### config.mk
export PLATFORM = sky130hd
export DESIGN_NAME = fpu16_issue_stage
export DESIGN_NICKNAME = d
export VERILOG_FILES = /design/src/rtl/fpu16_issue_stage.sv
export SDC_FILE = /design/constraint.sdc
export NUM_CORES = 1
export LEC_CHECK = 0
export BUFFER_PORTS_ARGS = -buffer_cell sky130_fd_sc_hd__buf_2
export CORE_UTILIZATION = 30
export CTS_BUF_LIST = sky130_fd_sc_hd__clkbuf_4
export CTS_CLUSTER_SIZE = 24
export DETAILED_ROUTE_END_ITERATION = 10
export GPL_TIMING_DRIVEN = 0
export MAX_ROUTING_LAYER = met4
export PLACE_DENSITY_LB_ADDON = 0.25
export SLEW_MARGIN = 20
export SYNTH_ARGS = -nofsm -noshare
export SYNTH_HDL_FRONTEND = slang
export SYNTH_HIERARCHICAL = 1
export SYNTH_SLANG_ARGS = --single-unit
### constraint.sdc
create_clock -name clock -period 15.5 [get_ports clock]
set_input_delay 3.1 -clock clock [delete_from_list [all_inputs] [get_ports clock]]
set_output_delay 3.1 -clock clock [all_outputs]
set_load 0.02 [all_outputs]
### src/rtl/fpu16_issue_stage.sv
// FP16 issue stage: request FIFO feeding a combinational FP16 add/sub datapath,
// with a registered result slot. Op encoding: ADD=0 SUB=1 MUL=2 DIV=3 SHL=4 SHR=5.

// Combinational FP16 adder/subtractor with round-to-nearest-even.
// cond_codes = {nan, inf, neg, zero}, derived from the final result.
module fpu16 (
   input  logic        sub,
   input  logic [15:0] a,
   input  logic [15:0] b,
   output logic [15:0] result,
   output logic [3:0]  cond_codes
);
   logic        sa, sb, a_nan, b_nan, a_inf, b_inf, swap;
   logic        s_big, s_small, up, res_nan;
   logic [4:0]  xa, xb, ea, eb, e_big, e_small, d, msb, lz, lim, sh;
   logic [3:0]  d_cap;
   logic [10:0] ma, mb, m_big, m_small;
   logic [27:0] wide;
   logic [13:0] al, m;
   logic [14:0] s;
   logic [5:0]  e, e_m1;
   logic [11:0] mant_r;
   logic [16:0] mag;

   always_comb begin
      sa    = a[15];
      sb    = b[15] ^ sub;
      xa    = a[14:10];
      xb    = b[14:10];
      a_nan = (&xa) && (|a[9:0]);
      b_nan = (&xb) && (|b[9:0]);
      a_inf = (&xa) && !(|a[9:0]);
      b_inf = (&xb) && !(|b[9:0]);
      // Subnormals use exponent 1 with no hidden bit
      ea    = (xa == 5'd0) ? 5'd1 : xa;
      eb    = (xb == 5'd0) ? 5'd1 : xb;
      ma    = {xa != 5'd0, a[9:0]};
      mb    = {xb != 5'd0, b[9:0]};
      swap  = b[14:0] > a[14:0];
      s_big   = swap ? sb : sa;
      s_small = swap ? sa : sb;
      e_big   = swap ? eb : ea;
      e_small = swap ? ea : eb;
      m_big   = swap ? mb : ma;
      m_small = swap ? ma : mb;
      d       = e_big - e_small;
      d_cap   = (d > 5'd15) ? 4'd15 : d[3:0];
      // Align the smaller operand keeping guard, round and sticky bits
      wide    = {m_small, 17'd0} >> d_cap;
      al      = {wide[27:15], wide[14] | (|wide[13:0])};
      if (s_big == s_small)
         s = {1'b0, m_big, 3'b000} + {1'b0, al};
      else
         s = {1'b0, m_big, 3'b000} - {1'b0, al};
      msb = 5'd0;
      for (int i = 0; i < 14; i++)
         if (s[i]) msb = 5'(i);
      lz  = 5'd13 - msb;
      lim = e_big - 5'd1;
      sh  = (lz < lim) ? lz : lim;
      if (s[14]) begin
         m = {s[14:2], |s[1:0]};
         e = {1'b0, e_big} + 6'd1;
      end else begin
         m = s[13:0] << sh;
         e = {1'b0, e_big} - {1'b0, sh};
      end
      up     = m[2] & (m[3] | m[1] | m[0]);
      mant_r = {1'b0, m[13:3]} + {11'd0, up};
      // Hidden bit of mant_r carries into the exponent field; e==1 covers subnormals
      e_m1   = e - 6'd1;
      mag    = {1'b0, e_m1, 10'd0} + {5'd0, mant_r};

      if (a_nan || b_nan || (a_inf && b_inf && (sa != sb)))
         result = 16'h7E00;
      else if (a_inf)
         result = {sa, 15'h7C00};
      else if (b_inf)
         result = {sb, 15'h7C00};
      else if (s == 15'd0)
         result = {sa & sb, 15'd0};
      else if (mag >= 17'h07C00)
         result = {s_big, 15'h7C00};
      else
         result = {s_big, mag[14:0]};

      res_nan    = (&result[14:10]) && (|result[9:0]);
      cond_codes = {res_nan,
                    result[14:0] == 15'h7C00,
                    result[15] & ~res_nan,
                    result[14:0] == 15'd0};
   end
endmodule

module fpu16_issue_stage #(
   parameter int DEPTH = 4,
   parameter int TAG_W = 4
) (
   input  logic                         clock,
   input  logic                         reset_L,
   input  logic                         inValid,
   output logic                         inReady,
   input  logic [2:0]                   op,
   input  logic [15:0]                  fpuIn1,
   input  logic [15:0]                  fpuIn2,
   input  logic [TAG_W-1:0]             tagIn,
   output logic                         outValid,
   input  logic                         outReady,
   output logic [15:0]                  fpuOut,
   output logic [3:0]                   condCodes,
   output logic [TAG_W-1:0]             tagOut,
   output logic                         outErr,
   output logic [$clog2(DEPTH+1)-1:0]   occupancy
);
   localparam int PTR_W = $clog2(DEPTH);
   localparam int CNT_W = $clog2(DEPTH+1);
   localparam logic [2:0] FPU_ADD = 3'd0;
   localparam logic [2:0] FPU_SUB = 3'd1;

   logic [2:0]       q_op  [DEPTH];
   logic [15:0]      q_a   [DEPTH];
   logic [15:0]      q_b   [DEPTH];
   logic [TAG_W-1:0] q_tag [DEPTH];

   logic [PTR_W-1:0] wr_ptr, rd_ptr;
   logic [CNT_W-1:0] count;
   logic             accept_en, full, empty, push, pop, slot_free, supported;
   logic [2:0]       head_op;
   logic [15:0]      fpu_res;
   logic [3:0]       fpu_cc;

   // Handshakes: a transfer happens on a rising edge where valid && ready;
   // valid never depends on ready, and the producer holds its payload until taken.
   assign full      = (count == CNT_W'(DEPTH));
   assign empty     = (count == '0);
   assign inReady   = accept_en && !full;
   assign push      = inValid && inReady;
   assign slot_free = !outValid || outReady;
   assign pop       = slot_free && !empty;
   assign head_op   = q_op[rd_ptr];
   assign supported = (head_op == FPU_ADD) || (head_op == FPU_SUB);
   assign occupancy = count;

   fpu16 u_fpu (
      .sub        (head_op == FPU_SUB),
      .a          (q_a[rd_ptr]),
      .b          (q_b[rd_ptr]),
      .result     (fpu_res),
      .cond_codes (fpu_cc)
   );

   // Storage needs no reset: entries are only read below the write pointer
   always_ff @(posedge clock) begin
      if (push) begin
         q_op[wr_ptr]  <= op;
         q_a[wr_ptr]   <= fpuIn1;
         q_b[wr_ptr]   <= fpuIn2;
         q_tag[wr_ptr] <= tagIn;
      end
   end

   always_ff @(posedge clock or negedge reset_L) begin
      if (!reset_L) begin
         accept_en <= 1'b0;
         wr_ptr    <= '0;
         rd_ptr    <= '0;
         count     <= '0;
         outValid  <= 1'b0;
         fpuOut    <= 16'h0000;
         condCodes <= 4'h0;
         tagOut    <= '0;
         outErr    <= 1'b0;
      end else begin
         accept_en <= 1'b1;
         if (push) wr_ptr <= wr_ptr + PTR_W'(1);
         if (pop)  rd_ptr <= rd_ptr + PTR_W'(1);
         case ({push, pop})
            2'b10:   count <= count + CNT_W'(1);
            2'b01:   count <= count - CNT_W'(1);
            default: count <= count;
         endcase
         if (pop) begin
            outValid  <= 1'b1;
            fpuOut    <= supported ? fpu_res : 16'h0000;
            condCodes <= supported ? fpu_cc : 4'h0;
            tagOut    <= q_tag[rd_ptr];
            outErr    <= !supported;
         end else if (slot_free) begin
            outValid  <= 1'b0;
         end
      end
   end
endmodule

==> flow_summary.ini <==
[run_status]
status = finished, final reports clean

[min_path]
hold_class = reg2reg
hold_start = fpuOut[14]
holdPathEnd = fpuOut[14]
worstHoldPathCells = 1

[timing]
finClkSkew_ns = 0.0315
min_period_over_period = 0.955
setup_tns_ns = 0
hold_viol_final = 0
fmax_mhz = 67.6
worst_pin_slew_ns = 0.817
maxSlewHeadroom = 0.455
finalSetupViolCount = 0
slew_violations = 0
period_minus_slack_ns = 14.80

[global_route]
grt_util_met2 = 0.281
antenna_found_initial = 4
overflow = 0
top_usage_layer = met2
grt_max_degree = 35
grt_pass1_wl_mm = 62.7
globalRouteMet3Util = 0.0237
grt_use_total = 0.175
grt_pass1_vias = 11071
met1_usage = 0.231

[synthesis]
synth_cells = 1274
ys_top_cells_by_area = edfxtp_1 (34%), mux4_2 (6.4%), dfrtp_1 (6.2%)
ys_async_sr_fraction = 0.179
yosys.area.top_type = edfxtp_1
synth_area_mm2 = 0.0137
ys_seq_area_frac = 0.404
yosysTopAreaCellShare = 0.341
synth.top_cells.by_count = edfxtp_1 (156), nor2_1 (97), nand2_1 (79), inv_1 (70), nand3_1 (65)
ys_warn_count = 6
synth_seq_cells = 190
synth_area_per_cell_um2 = 10.8
synth_most_common_cell = edfxtp_1
synth_cell_type_count = 117
syn_nets = 1385
synth_flop_cell = edfxtp_1
synth-edff-count = 156

[critical_path]
r2r-end = condCodes[2]
reg2reg_depth = 66
crit_fanout = 10
end_kind = flop
worstPathArrival_ns = 15.33
critPathKind = reg2reg
path_buf_inv = 13
slowest_stage = mux4_2
rr_startpoint = rd_ptr[0]
slowest_delay_ns = 0.61
start_kind = flop
cp.required_ns = 16.03
path_delay_family = compound AO/OA/AOI/OAI gates
regToRegSetupSlack_ns = 0.70
cp_common_cell = ha_1

[final_layout]
drive_gt1_frac = 0.268
area_delta_synth_final_pct = 16.6
stdcell_area_mm2 = 0.0160
nets = 1510

[clock_network]
clock_path_buffers = 2
htree_levels = 4
numCtsBuffers = 17
clk_latency_ns = 0.59
clk_pin_slew_worst_paths_ns = 0.16
cts_tree = built
clockRootBuffer = clkbuf_4
holdBufCountCts = 0
cts_num_sinks = 190

[floorplanning]
dieArea_mm2 = 0.0466
ios = 73
fp.dieW_um = 216
start_util = 0.307
die_y_um = 216
fp.coreArea_mm2 = 0.0447
rows = 77

[routing]
wl_per_cell_um = 19.6
drt_iter0_drc = 738
via_count = 11103
postRouteAntennaNets = 0
wirelength_mm = 39.4
via_per_inst = 5.53
dr.pass1.iters = 6
drc = 0

[placement]
io_buffer_count = 72
hpwl_mm = 30.2
globalplace.congestion = 0.927
placed_cell_area_mm2 = 0.0149

[job]
maxCapViolCount = 0
-- worst reg2reg max path, delay by kind of cell, from the launching register on --
family	cells	cell delay, ns
flip-flops	1	0.45
buffers and inverters	13	1.94
multiplexers	3	1.05
adder cells (fa/ha/maj)	8	2.26
AO/OA/AOI/OAI	22	4.91
XOR/XNOR	3	0.55
AND/OR/NAND/NOR	17	3.57
-- registers in the layout, indices dropped and copies added, names as in the netlist --
register   count
q_a           64
occupancy      3
accept_en      1
condCodes      4
q_op          12
tagOut         4
fpuOut        16
outErr         1
q_tag         16
rd_ptr         2
outValid       1
wr_ptr         2
q_b           64
-- cells in the final DEF (no fill, tap or decap), types with 39 or more instances in the layout --
cell,n
a21oi_1,48
buf_2,79
edfxtp_1,156
ha_1,58
inv_1,69
mux4_2,39
nand2_1,78
nand3_1,63
nor2_1,94
o21ai_0,47
-- repair_timing --
item / 4_1_cts / 5_1_grt
setup endpoints to repair: 17 / 17
resized for setup: 47 / 90
buffers inserted: 10 / 23
pin swaps: 5 / 18
-- layout make-up --
cell class | instances | area (um2)
diodes | 4 | 10.0
plain buffers | 51 | 355
clock buffers | 19 | 143
clock inverters | 13 | 96.3
fillers | 4498 | 28700
inverters | 73 | 277
multi-input cells | 957 | 8140
flip-flops and latches | 190 | 5540
well taps | 592 | 741
repair buffers | 109 | 696
-- cells by family (layout without fill, tap and decap cells) --
logic type	after synthesis	in the layout	share of synthesized area
other	2	6	0.000547
xor gates and xnor gates	48	48	0.0312
and+or+nand+nor	415	415	0.162
AOI/OAI and AO/OA	337	337	0.195
muxes	87	87	0.102
adders and majority gates	68	68	0.0642
buffers and inverters	127	265	0.0421
DFF	190	190	0.404
-- per-stage QoR --
stage	setup slack (ns)	utilization	cells	hold slack (ns)
after detailed placement	-2.21	0.334	1942	0.479
after global routing	-0.0279	0.358	2008	0.537
after floorplan	1.22	-	1274	0.534
after global placement	-2.14	0.332	1938	0.482
final	0.704	0.358	2008	0.518
after CTS	0.0110	0.345	1984	0.521
-- routing by layer --
metal  vias up  wire (um)
met5         -          0
met4         0        601
met3        45       1720
met2       327      19000
met1      5502      18100
li1       5229          -
-- worst max path at each step --
stage	to	cells after the start	slack (ns)	start
detailed placement	condCodes[2]	65	-2.21	rd_ptr[1]
global placement	condCodes[2]	62	-2.14	rd_ptr[1]
floorplan	condCodes[2]	66	1.22	rd_ptr[0]
finish	condCodes[2]	66	0.70	rd_ptr[0]
CTS	condCodes[2]	70	0.01	rd_ptr[0]
global route	condCodes[2]	68	-0.03	rd_ptr[0]
Power is not shown: default switching activity piles up to over one toggle a cycle in this logic, so the estimate is an artifact.
